**src/rtl/ps2_pkg.sv**
```systemverilog
// Shared PS/2 definitions: transmitter state encoding, common command and
// response bytes, and the frame parity helper.
package ps2_pkg;

    typedef enum logic [2:0] {
        ST_IDLE      = 3'd0,
        ST_INHIBIT   = 3'd1,
        ST_SHIFT     = 3'd2,
        ST_ACK       = 3'd3,
        ST_WAIT_IDLE = 3'd4
    } ps2_tx_state_t;

    localparam logic [7:0] PS2_BREAK  = 8'hF0;
    localparam logic [7:0] PS2_ACK    = 8'hFA;
    localparam logic [7:0] CMD_LED    = 8'hED;
    localparam logic [7:0] CMD_ENABLE = 8'hF4;
    localparam logic [7:0] CMD_RESET  = 8'hFF;

    // PS/2 frames use odd parity over the eight data bits.
    function automatic logic odd_parity(input logic [7:0] d);
        return ~^d;
    endfunction

endpackage

```
**src/rtl/ps2_host_tx_if.sv**
```systemverilog
// Host-side request/status bundle of the PS/2 transmitter.
interface ps2_host_tx_if;
    logic       Tx_Start;
    logic [7:0] Tx_Data;
    logic       Tx_Busy;
    logic       Tx_Done;
    logic       Tx_Err;

    modport master (output Tx_Start, Tx_Data, input Tx_Busy, Tx_Done, Tx_Err);
    modport slave  (input Tx_Start, Tx_Data, output Tx_Busy, Tx_Done, Tx_Err);
endinterface

```
**src/rtl/ps2_sync_edge.sv**
```systemverilog
// Two-flop synchronizer for one PS/2 pin plus a falling-edge strobe.
// Also used by the receiver path on the same clock.
module ps2_sync_edge (
    input  logic Clk_T,
    input  logic Reset_T,
    input  logic pin,
    output logic level,
    output logic fall
);
    logic meta, sync, sync_d;

    // Reset to the idle-high bus level so release of reset cannot fake an edge.
    always_ff @(posedge Clk_T or negedge Reset_T) begin
        if (!Reset_T) begin
            meta   <= 1'b1;
            sync   <= 1'b1;
            sync_d <= 1'b1;
        end else begin
            meta   <= pin;
            sync   <= meta;
            sync_d <= sync;
        end
    end

    assign level = sync;
    assign fall  = sync_d & ~sync;
endmodule

```
**src/rtl/ps2_host_tx.sv**
```systemverilog
// PS/2 host-to-device transmitter: request-to-send, bit shifting on device
// clock falls, line-ack check and overall timeout.
//   state        | meaning
//   ST_IDLE      | lines released, waiting for Tx_Start
//   ST_INHIBIT   | clock held low; data pulled low in the last cycle (start bit)
//   ST_SHIFT     | clock released; next frame bit driven on each device fall
//   ST_ACK       | stop bit out; next fall samples the device ack
//   ST_WAIT_IDLE | waiting for both lines to return high
module ps2_host_tx
    import ps2_pkg::*;
#(
    parameter int INHIBIT_CYCLES = 5000,
    parameter int TIMEOUT_CYCLES = 750000
) (
    input  logic          Clk_T,
    input  logic          Reset_T,
    ps2_host_tx_if.slave  host,
    input  logic          ps2_clk_in,
    input  logic          ps2_data_in,
    output logic          ps2_clk_oe,
    output logic          ps2_data_oe
);
    localparam int TMR_MAX = (INHIBIT_CYCLES > TIMEOUT_CYCLES) ? INHIBIT_CYCLES : TIMEOUT_CYCLES;
    localparam int TMR_W   = $clog2(TMR_MAX + 1);

    ps2_tx_state_t    state;
    logic [TMR_W-1:0] tmr;
    logic [3:0]       bit_cnt;
    logic [9:0]       shreg;
    logic             clk_oe, data_oe, busy, done, err;
    logic             clk_lvl, clk_fall;
    logic             data_meta, data_lvl;

    ps2_sync_edge u_clk_sync (
        .Clk_T   (Clk_T),
        .Reset_T (Reset_T),
        .pin     (ps2_clk_in),
        .level   (clk_lvl),
        .fall    (clk_fall)
    );

    always_ff @(posedge Clk_T or negedge Reset_T) begin
        if (!Reset_T) begin
            data_meta <= 1'b1;
            data_lvl  <= 1'b1;
        end else begin
            data_meta <= ps2_data_in;
            data_lvl  <= data_meta;
        end
    end

    always_ff @(posedge Clk_T or negedge Reset_T) begin
        if (!Reset_T) begin
            state   <= ST_IDLE;
            tmr     <= '0;
            bit_cnt <= '0;
            shreg   <= '0;
            clk_oe  <= 1'b0;
            data_oe <= 1'b0;
            busy    <= 1'b0;
            done    <= 1'b0;
            err     <= 1'b0;
        end else begin
            done <= 1'b0;
            err  <= 1'b0;
            case (state)
                ST_IDLE: begin
                    if (host.Tx_Start) begin
                        shreg   <= {1'b1, odd_parity(host.Tx_Data), host.Tx_Data};
                        tmr     <= TMR_W'(INHIBIT_CYCLES - 1);
                        clk_oe  <= 1'b1;
                        data_oe <= (INHIBIT_CYCLES == 1);
                        busy    <= 1'b1;
                        state   <= ST_INHIBIT;
                    end
                end
                ST_INHIBIT: begin
                    if (tmr == '0) begin
                        clk_oe  <= 1'b0;
                        data_oe <= 1'b1;
                        tmr     <= TMR_W'(TIMEOUT_CYCLES - 1);
                        bit_cnt <= '0;
                        state   <= ST_SHIFT;
                    end else begin
                        tmr <= tmr - TMR_W'(1);
                        if (tmr == TMR_W'(1)) data_oe <= 1'b1;
                    end
                end
                default: begin
                    // Timeout wins over a device fall landing in the same cycle.
                    if (tmr == '0) begin
                        clk_oe  <= 1'b0;
                        data_oe <= 1'b0;
                        busy    <= 1'b0;
                        err     <= 1'b1;
                        state   <= ST_IDLE;
                    end else begin
                        tmr <= tmr - TMR_W'(1);
                        case (state)
                            ST_SHIFT: begin
                                if (clk_fall) begin
                                    data_oe <= ~shreg[0];
                                    shreg   <= {1'b0, shreg[9:1]};
                                    bit_cnt <= bit_cnt + 4'd1;
                                    if (bit_cnt == 4'd9) state <= ST_ACK;
                                end
                            end
                            ST_ACK: begin
                                if (clk_fall) begin
                                    if (data_lvl) begin
                                        busy  <= 1'b0;
                                        err   <= 1'b1;
                                        state <= ST_IDLE;
                                    end else begin
                                        state <= ST_WAIT_IDLE;
                                    end
                                end
                            end
                            ST_WAIT_IDLE: begin
                                if (clk_lvl && data_lvl) begin
                                    busy  <= 1'b0;
                                    done  <= 1'b1;
                                    state <= ST_IDLE;
                                end
                            end
                            default: begin
                                clk_oe  <= 1'b0;
                                data_oe <= 1'b0;
                                busy    <= 1'b0;
                                state   <= ST_IDLE;
                            end
                        endcase
                    end
                end
            endcase
        end
    end

    assign ps2_clk_oe   = clk_oe;
    assign ps2_data_oe  = data_oe;
    assign host.Tx_Busy = busy;
    assign host.Tx_Done = done;
    assign host.Tx_Err  = err;
endmodule
```
**src/flat_wrapper.sv**
```systemverilog
// flat-port wrapper written by rule: the top's interface ports become plain ports
module ps2_host_tx_flat import ps2_pkg::*;
#(
    parameter int INHIBIT_CYCLES = 5000,
    parameter int TIMEOUT_CYCLES = 750000
)
  (Clk_T, Reset_T, ps2_clk_in, ps2_data_in, ps2_clk_oe, ps2_data_oe, host_Tx_Start, host_Tx_Data, host_Tx_Busy, host_Tx_Done, host_Tx_Err);
  ps2_host_tx_if host_i ();
  input  logic Clk_T;
  input  logic Reset_T;
  input  logic ps2_clk_in;
  input  logic ps2_data_in;
  output logic ps2_clk_oe;
  output logic ps2_data_oe;
  input wire logic [$bits(host_i.Tx_Start)-1:0] host_Tx_Start;
  input wire logic [$bits(host_i.Tx_Data)-1:0] host_Tx_Data;
  output wire logic [$bits(host_i.Tx_Busy)-1:0] host_Tx_Busy;
  output wire logic [$bits(host_i.Tx_Done)-1:0] host_Tx_Done;
  output wire logic [$bits(host_i.Tx_Err)-1:0] host_Tx_Err;
  assign host_i.Tx_Start = host_Tx_Start;
  assign host_i.Tx_Data = host_Tx_Data;
  assign host_Tx_Busy = host_i.Tx_Busy;
  assign host_Tx_Done = host_i.Tx_Done;
  assign host_Tx_Err = host_i.Tx_Err;
  ps2_host_tx #(.INHIBIT_CYCLES(INHIBIT_CYCLES), .TIMEOUT_CYCLES(TIMEOUT_CYCLES)) u_core (.Clk_T(Clk_T), .Reset_T(Reset_T), .host(host_i), .ps2_clk_in(ps2_clk_in), .ps2_data_in(ps2_data_in), .ps2_clk_oe(ps2_clk_oe), .ps2_data_oe(ps2_data_oe));
endmodule
```
**config.mk**
```make
export PLATFORM = sky130hd
export DESIGN_NAME = ps2_host_tx_flat
export DESIGN_NICKNAME = d
export VERILOG_FILES = /design/src/rtl/ps2_pkg.sv /design/src/rtl/ps2_host_tx_if.sv /design/src/rtl/ps2_sync_edge.sv /design/src/rtl/ps2_host_tx.sv /design/src/flat_wrapper.sv
export SDC_FILE = /design/constraint.sdc
export NUM_CORES = 1
export LEC_CHECK = 0
export ABC_CLOCK_PERIOD_IN_PS = 6500
export CAP_MARGIN = 25
export CORE_AREA = 3 3 72 74
export DETAILED_ROUTE_END_ITERATION = 7
export DIE_AREA = 0 0 75 77
export GPL_ROUTABILITY_DRIVEN = 0
export PLACE_DENSITY = 0.82
export SLEW_MARGIN = 20
export SYNTH_ARGS = -nofsm -noshare
export SYNTH_HDL_FRONTEND = slang
export SYNTH_SLANG_ARGS = --single-unit
```
**constraint.sdc**
```tcl
create_clock -name Clk_T -period 6.5 [get_ports Clk_T]
set_input_delay 1.3 -clock Clk_T [delete_from_list [all_inputs] [get_ports Clk_T]]
set_output_delay 1.3 -clock Clk_T [all_outputs]
set_load 0.005 [all_outputs]
```
======== Yosys cells after proc, flatten, opt, wreduce, memory -nomap -nowiden ========
Cells that the tools add are included.
storage, ports and cells
  input bits .............................. 13
  register bits after elaboration ......... 47
  output and inout bits ................... 5
cells by class
  equal/unequal tests ..................... 21
  reduce and logical (&&, ||, !) cells .... 18
  muxes and demuxes ....................... 51
  add/subtract/negate cells ............... 2
  bitwise gates (word level) .............. 5
operators with widths
  cell                     count
  $mux W20                 3
  $mux W10                 4
  $pmux W20 S2             1
  $mux W3                  8
  $mux W1                  22
  $eq A20 B1 Y1 const B    1
  $logic_not A20 Y1        1
  $ne A4 B1 Y1 const B     5
  $pmux W10 S2             1
  $sub A20 B1 Y20 const B  1
  $mux W4                  4
  $reduce_and A6 Y1        2
  $reduce_and A5 Y1        2
  $ne A3 B1 Y1 const B     3
  $pmux W3 S3              1
  $pmux W1 S2              4
  $pmux W4 S2              1
  $reduce_bool A2 Y1       4
  $reduce_xnor A8 Y1       1
  $eq A3 B2 Y1 const B     2
  $ne A2 B2 Y1 const B     3
  $pmux W3 S2              1
  $ne A5 B1 Y1 const B     1
  $add A4 B1 Y4 const B    1
  other kinds (16)         20

======== Longest topological paths before layout ========
  depth in word-level cells ............... 6
  depth in mapped cells ................... 8

======== Cells and area by module ========
A second synthesis with hierarchy kept.
second synthesis, totals
  cells, all modules ...................... 307
  area, all modules ....................... 2766.4 µm²
modules (own cells, without submodules)
  module         cells an instance  sequential area each (µm²)  area an instance (µm²)  times used
  ps2_host_tx    303                1103.6                      2673.8                  1
  ps2_sync_edge  4                  78.8                        92.6                    1

======== Worst setup path before layout ========
Ideal clock, no wire load.
  path kind ............................... input to register
  start point ............................. input host_Tx_Start
  end point ............................... register u_core.state[1]
  setup time .............................. 0.083 ns
  stages .................................. 5
  data required time ...................... 6.417 ns
  data arrival time ....................... 2.226 ns
  slack ................................... 4.192 ns
  cells stage by stage .................... or4_1 > clkbuf_1 > nand3_1 > a21boi_0 > o21ai_0
between the ends
  word-level cells in the longest chain between the ends .. 2
RTL lines
  element                             RTL line            RTL
  from (decl)                         flat_wrapper.sv:15  input wire logic [$bits(host_i.Tx_Start)-1:0] host_Tx_Start;
  $ne A2 B2 Y1 (no source line)       n/a
  $reduce_and A6 Y1 (no source line)  n/a
  to (signal assigned)                ps2_host_tx.sv:54   state <= ST_IDLE;
  to (signal assigned)                ps2_host_tx.sv:74   state <= ST_INHIBIT;
  to (signal assigned)                ps2_host_tx.sv:83   state <= ST_SHIFT;
  to (decl)                           ps2_host_tx.sv:26   ps2_tx_state_t state;
No other way between the ends.
A chain may end at the register's enable or synchronous reset.

======== Final worst setup path ========
  start point ............................. register u_core.state[1]
  end point ............................... register u_core.tmr[2]
between the ends
  word-level cells in the longest chain between the ends .. 3
RTL lines
  element                                                               RTL line           RTL
  $eq A3 B1 Y1 / $logic_not A3 Y1 (equally long branches)               ps2_host_tx.sv:66  case (state)
  $ne A3 B3 Y1 (no source line) / $ne A2 B2 Y1 (equally long branches)  n/a
  $reduce_and A2 Y1 (no source line)                                    n/a
  to (signal assigned)                                                  ps2_host_tx.sv:70  tmr <= TMR_W'(INHIBIT_CYCLES - 1);
  to (signal assigned)                                                  ps2_host_tx.sv:81  tmr <= TMR_W'(TIMEOUT_CYCLES - 1);
  to (signal assigned)                                                  ps2_host_tx.sv:85  tmr <= tmr - TMR_W'(1);
  to (decl)                                                             ps2_host_tx.sv:27  logic [TMR_W-1:0] tmr;
Several ways; a longest one is shown, not always the timed one.

==> impl_metrics.toml <==
[cts]
cts_tree = "done"
cts_resized = 0
ctsHoldBuffers = 0
cts_setup_buffers = 0
cts.sinks = 47
cts_root_buf = "clkbuf_8"
cts_buffers = 5
clkTransAtPathRegs_ns = 0.08
htree_levels = 2
clk-insertion-delay-late_ns = 0.30
cts_buffer_depth = 2

[yosys]
ys_seq_area_frac = 0.410
ys_warn_count = 0
synth_seq_cells = 47
synth.distinct_cells = 60
synth_area_um2 = 2880
synthArstFlopShare = 1.00
avgSynthCellArea_um2 = 8.61
synthCells = 335
syn_nets = 353
dominantRegCellSynth = "dfrtp_1"
synth_edf_count = 0

[grt]
grt_pass1_vias = 2502
use_met1 = 0.373
grt_usage = 0.267
antenna_found_initial = 0
grt_max_degree = 26
top_usage_layer = "met2"
use_met3 = 0.0537
met2_usage = 0.399
grt_pass1_wl_um = 12100
overflow = 0

[drt]
drc = 0
dr.pass1.iters = 5
drtAntennaViolNets = 0
viasPerCell = 6.87
routedWlPerCell_um = 18.3
wl_um = 7210
initialDrtViolationCount = 518
dr_total_vias = 2713

[layout]
fin_cells = 395
diodes = 0
syn_to_final_growth_pct = 10.1
fin_util = 0.681
layout-drive-gt1-share = 0.0938
fin_nets = 358
layout_commonest_cell = "dfrtp_1"
fillerInstances = 388
layout_common_cells = "dfrtp_1 (42), nand2_1 (39), nor2_1 (29)"

[run_status]
status = "finished, final reports clean"

[worst_setup_path]
cp_max_fo = 22
critPathRequiredTime_ns = 6.70
path_class = "reg2reg"
crit_top_cell = "nor2_1"
start_kind = "flop"
slowest_stage = "nor2_1"
path_cells = "nor2_2 -> nand2_1 -> nor2_1 -> nor2_1 -> o211a_1"
cp.arrival_ns = 3.22
cp_slowest_stage_delay_ns = 0.77
cp-end-kind = "flop"

[sta]
worstMarginPinSlew_ns = 0.845
fin_crit_sh = 0.464
grt_setup_unrepaired = "false"
hold_ws_ns = 0.357
slew_headroom = 0.434
finalHoldViolCount = 0
fin_skew_ns = 0.00586
clock.fmax_ghz = 0.332
min_period_ns = 3.01
finalSetupViolCount = 0
slew_viol_final = 0
setup_tns_ns = 0

[power]
intPower_uw = 684
p_leak_nw = 1.31
vdd_drop_max_mv = 0.201
power_frac_comb = 0.392
p_sw_frac = 0.416
seqPwrFrac = 0.418
switching_power_uw = 487
clockPowerShare = 0.190
p_per_area_nw_per_um2 = 369
total_power_mw = 1.17

[floorplan]
num_io_pins = 18
core_area_um2 = 4660
chipWidth_um = 75
start_util = 0.619
die_area_um2 = 5780
chipHeight_um = 77
row_count = 25

[placement]
dp.cells = 387
dp.final_hpwl_um = 5040
portBuffers = 17

[run]
drv_cap = 0

[min_path]
min_path_type = "reg2reg"
-- synthesized netlist by cell type, drive strengths merged (6+ instances only) --
| library cell | count | area share |
|---|---|---|
| o31ai | 12 | 0.036 |
| a31oi | 22 | 0.048 |
| o21ai | 19 | 0.033 |
| nor4 | 6 | 0.015 |
| nor3 | 12 | 0.028 |
| nand4 | 6 | 0.013 |
| inv | 15 | 0.020 |
| clkbuf | 11 | 0.014 |
| nand2 | 40 | 0.053 |
| nand3 | 12 | 0.021 |
| dfrtp | 42 | 0.36 |
| buf | 10 | 0.020 |
| a21oi | 15 | 0.026 |
| nor2 | 31 | 0.044 |
| or4 | 7 | 0.020 |
| xnor2 | 7 | 0.021 |
-- worst max-delay path, delay by kind of cell, from the launching register on --
family           cells  cell delay [ns]
AND/OR/NAND/NOR      4             2.01
AO/OA/AOI/OAI        1             0.26
flip-flops           1             0.63
-- power groups by stage --
| stage | registers [mW] | logic [mW] | clock network [mW] |
|---|---|---|---|
| final | 0.490 | 0.459 | 0.222 |
| after global routing | 0.504 | 0.512 | 0.242 |
| after CTS | 0.486 | 0.453 | 0.227 |
| after detailed placement | 0.492 | 0.452 | 0 |
| after global placement | 0.486 | 0.432 | 0 |
| after floorplan | 0.434 | 0.372 | 0 |
-- state kept, by name, summed over array words and instances (netlist names), 3 cells and up --
signal / flops
u_core.tmr: 20
u_core.shreg: 10
u_core.state: 3
u_core.bit_cnt: 4
-- worst paths after layout --
check,depth (start not counted),to,startpoint,slack (ns)
setup / recovery,5,u_core.tmr[2]$_DFFE_PN0P_,u_core.state[1]$_DFFE_PN0P_,3.49
hold / removal,0,u_core.u_clk_sync.level$_DFF_PN1_,u_core.u_clk_sync.meta$_DFF_PN1_,0.36
setup reg to reg,5,u_core.tmr[2]$_DFFE_PN0P_,u_core.state[1]$_DFFE_PN0P_,3.49
hold reg to reg,0,u_core.u_clk_sync.level$_DFF_PN1_,u_core.u_clk_sync.meta$_DFF_PN1_,0.36
max in group asynchronous,2,u_core.tmr[8]$_DFFE_PN0P_,Reset_T,4.99
min in group asynchronous,1,u_core.host.Tx_Done$_DFF_PN0_,Reset_T,0.99
-- final cells by class --
cell class                 count  area (µm²)  share of cell area
timing repair buffer          19         200              0.0630
clock inverter                 2        35.0              0.0110
inverter                      15        56.3              0.0177
multi-input combinational    252        1550               0.489
clock buffer                   6        82.6              0.0260
tap                           54        67.6              0.0213
sequential                    47        1180               0.372
-- kinds of logic after synthesis --
group | Yosys count | share of synthesized area
and+or+nand+nor | 136 | 0.247
AOI/OAI and AO/OA | 103 | 0.243
DFF | 47 | 0.410
adders and majority gates | 6 | 0.0252
xor gates and xnor gates | 7 | 0.0213
buffers and inverters | 36 | 0.0538
-- routing by layer --
| metal | part of all wire | vias up |
|---|---|---|
| met2 | 0.46 | 150 |
| met4 | 0.031 | 0 |
| li1 | - | 1248 |
| met1 | 0.42 | 1292 |
| met3 | 0.083 | 23 |
| met5 | 0 | - |
-- stage by stage --
step	setup WS, ns	area (µm²)
after detailed placement	3.43	3060
final	3.49	3180
after floorplan	4.19	2880
after CTS	3.56	3180
after global routing	3.29	3180
after global placement	3.48	3030
Note: power is estimated with default switching activity, not from simulation.
==> RTL change, RTL diff (same settings) <==
Reset style: synchronous (`Reset_T`), changed in 3 clocked blocks.
--- a/src/rtl/ps2_sync_edge.sv
+++ b/src/rtl/ps2_sync_edge.sv
@@ -11,5 +11,5 @@
 
     // Reset to the idle-high bus level so release of reset cannot fake an edge.
-    always_ff @(posedge Clk_T or negedge Reset_T) begin
+    always_ff @(posedge Clk_T) begin
         if (!Reset_T) begin
             meta   <= 1'b1;
--- a/src/rtl/ps2_host_tx.sv
+++ b/src/rtl/ps2_host_tx.sv
@@ -40,5 +40,5 @@
     );
 
-    always_ff @(posedge Clk_T or negedge Reset_T) begin
+    always_ff @(posedge Clk_T) begin
         if (!Reset_T) begin
             data_meta <= 1'b1;
@@ -50,5 +50,5 @@
     end
 
-    always_ff @(posedge Clk_T or negedge Reset_T) begin
+    always_ff @(posedge Clk_T) begin
         if (!Reset_T) begin
             state   <= ST_IDLE;
Behaviour: differs if Reset_T is asserted again (counterexample within 4 cycles, from zero or initial values and one cycle with Reset_T low); with Reset_T held inactive, the same outputs for 10 cycles.
==> RTL change against the original RTL <==
- final cell count shrank 6.1%
- worst setup slack lost 0.15 ns
- first-iteration DRC count shrank 43%
- sequential cell count is the same
- synthesized area shrank 12%
- critical path depth shrank 1
- sequential power shrank 5.1%
- register-to-register slack gained 0.15 ns
- wire length shrank 16%
- final area shrank 12%
- power grew 7.8%
- synthesized cell count shrank 9.0%
==> RTL change: results <==
{
  "synth_area_leaders": "dfxtp_1, a21oi_1, nor3_1, mux2i_1, a211oi_1",
  "fin_worst_skew_ns": 0.01148,
  "peakVddDrop_uv": 222.7,
  "first_pass_iters": 4,
  "drive_gt1_share_pct": 5.047,
  "critPathSlowestCell": "clkdlybuf4s50_1",
  "first_iter_violations": 297,
  "synth_seq_area_share_pct": 37.01,
  "r2r_slack_ns": 3.64,
  "grt_pass1_wl_mm": 10.24,
  "leakage_nw": 1.011,
  "grt_pass1_vias": 2181,
  "status": "completed",
  "nets": 334,
  "fillCellCount": 410,
  "syn-num-nets": 323,
  "ys_async_sr_fraction_pct": 0,
  "holdCritStartpoint": "u_core.u_clk_sync.meta$_SDFF_PN1_",
  "track_usage_pct": 22.14,
  "whs_path_depth": 1,
  "slew_headroom_pct": 35.50,
  "synthFlopType": "dfxtp_1",
  "dpl_cell_area_um2": 2726,
  "cpPeakStageDelay_ns": 1.00,
  "r2r_start": "u_core.tmr[8]$_SDFFE_PN0P_",
  "dp_hpwl_mm": 4.228,
  "hold_end": "u_core.u_clk_sync.level$_SDFF_PN1_"
}
-- RTL change: cell types whose count changed in the layout (fill, tap and decap cells not counted), moves of 6 or more --
cell      change
a31oi_1      -17
a211oi_1      +9
mux2i_1       +9
or3_1         +6
a21oi_1       +8
nor2_1       -10
nand2_1      -21
dfxtp_1      +47
dfrtp_1      -42
nor3_1       +13
-- RTL change: how the worst max path moves through the flow --
stage	slack (ns)	end	from
2_1_floorplan	4.15	u_core.tmr[17]$_SDFFE_PN0P_	host_Tx_Start
3_3_place_gp	3.10	u_core.state[0]$_SDFFE_PN0P_	Reset_T
3_5_place_dp	3.07	u_core.state[0]$_SDFFE_PN0P_	Reset_T
4_1_cts	3.39	u_core.state[0]$_SDFFE_PN0P_	Reset_T
5_1_grt	3.28	u_core.state[0]$_SDFFE_PN0P_	Reset_T
6_report	3.33	u_core.state[0]$_SDFFE_PN0P_	Reset_T
-- RTL change: report_power, final --
part | switching [mW] | internal, mW
combinational | 0.372 | 0.250
sequential | 0.100 | 0.365
clock | 0.0988 | 0.0757
-- RTL change: routing by layer --
layer  GRT usage (%)  wire [um]  part of all wire [%]
met3           3.801        263                   4.3
met2           34.23       2889                    47
met1           31.21       2840                    47
met4           6.228         92                   1.5
met5               0          0                     0
-- RTL change: worst max-delay path: cells and delay by family --
| family | cells | cell delay [ns] |
|---|---|---|
| buffers and inverters | 2 | 1.55 |
| AOI/OAI and AO/OA | 1 | 0.42 |
| muxes | 1 | 0.12 |
-- RTL change: stage by stage --
stage	util [%]	power, mW	setup WS, ns
global placement	58.50	1.062	3.096
detailed placement	58.50	1.079	3.068
global route	60.24	1.356	3.279
floorplan	-	0.9320	4.153
finish	60.24	1.262	3.335
CTS	60.24	1.254	3.387
-- RTL change: cell type report --
class | count | area (um^2) | area share (%)
Sequential cell | 47 | 940.9 | 33.51
Clock inverter | 1 | 5.005 | 0.1783
Timing Repair Buffer | 19 | 185.2 | 6.595
Clock buffer | 7 | 76.32 | 2.718
Inverter | 14 | 52.55 | 1.872
Multi-Input combinational cell | 229 | 1480 | 52.72
Tap cell | 54 | 67.56 | 2.406
-- RTL change: logic make-up (layout without fill, tap and decap cells) --
kind of cell | Yosys count | after routing | share of synthesized area [%]
adder cells (fa/ha/maj) | 6 | 6 | 2.854
flip-flops | 47 | 47 | 37.01
XOR/XNOR | 7 | 7 | 2.411
multiplexers | 9 | 9 | 3.543
buffers and inverters | 29 | 41 | 4.773
AO/OA/AOI/OAI | 91 | 91 | 24.66
AND/OR/NAND/NOR | 116 | 116 | 24.75
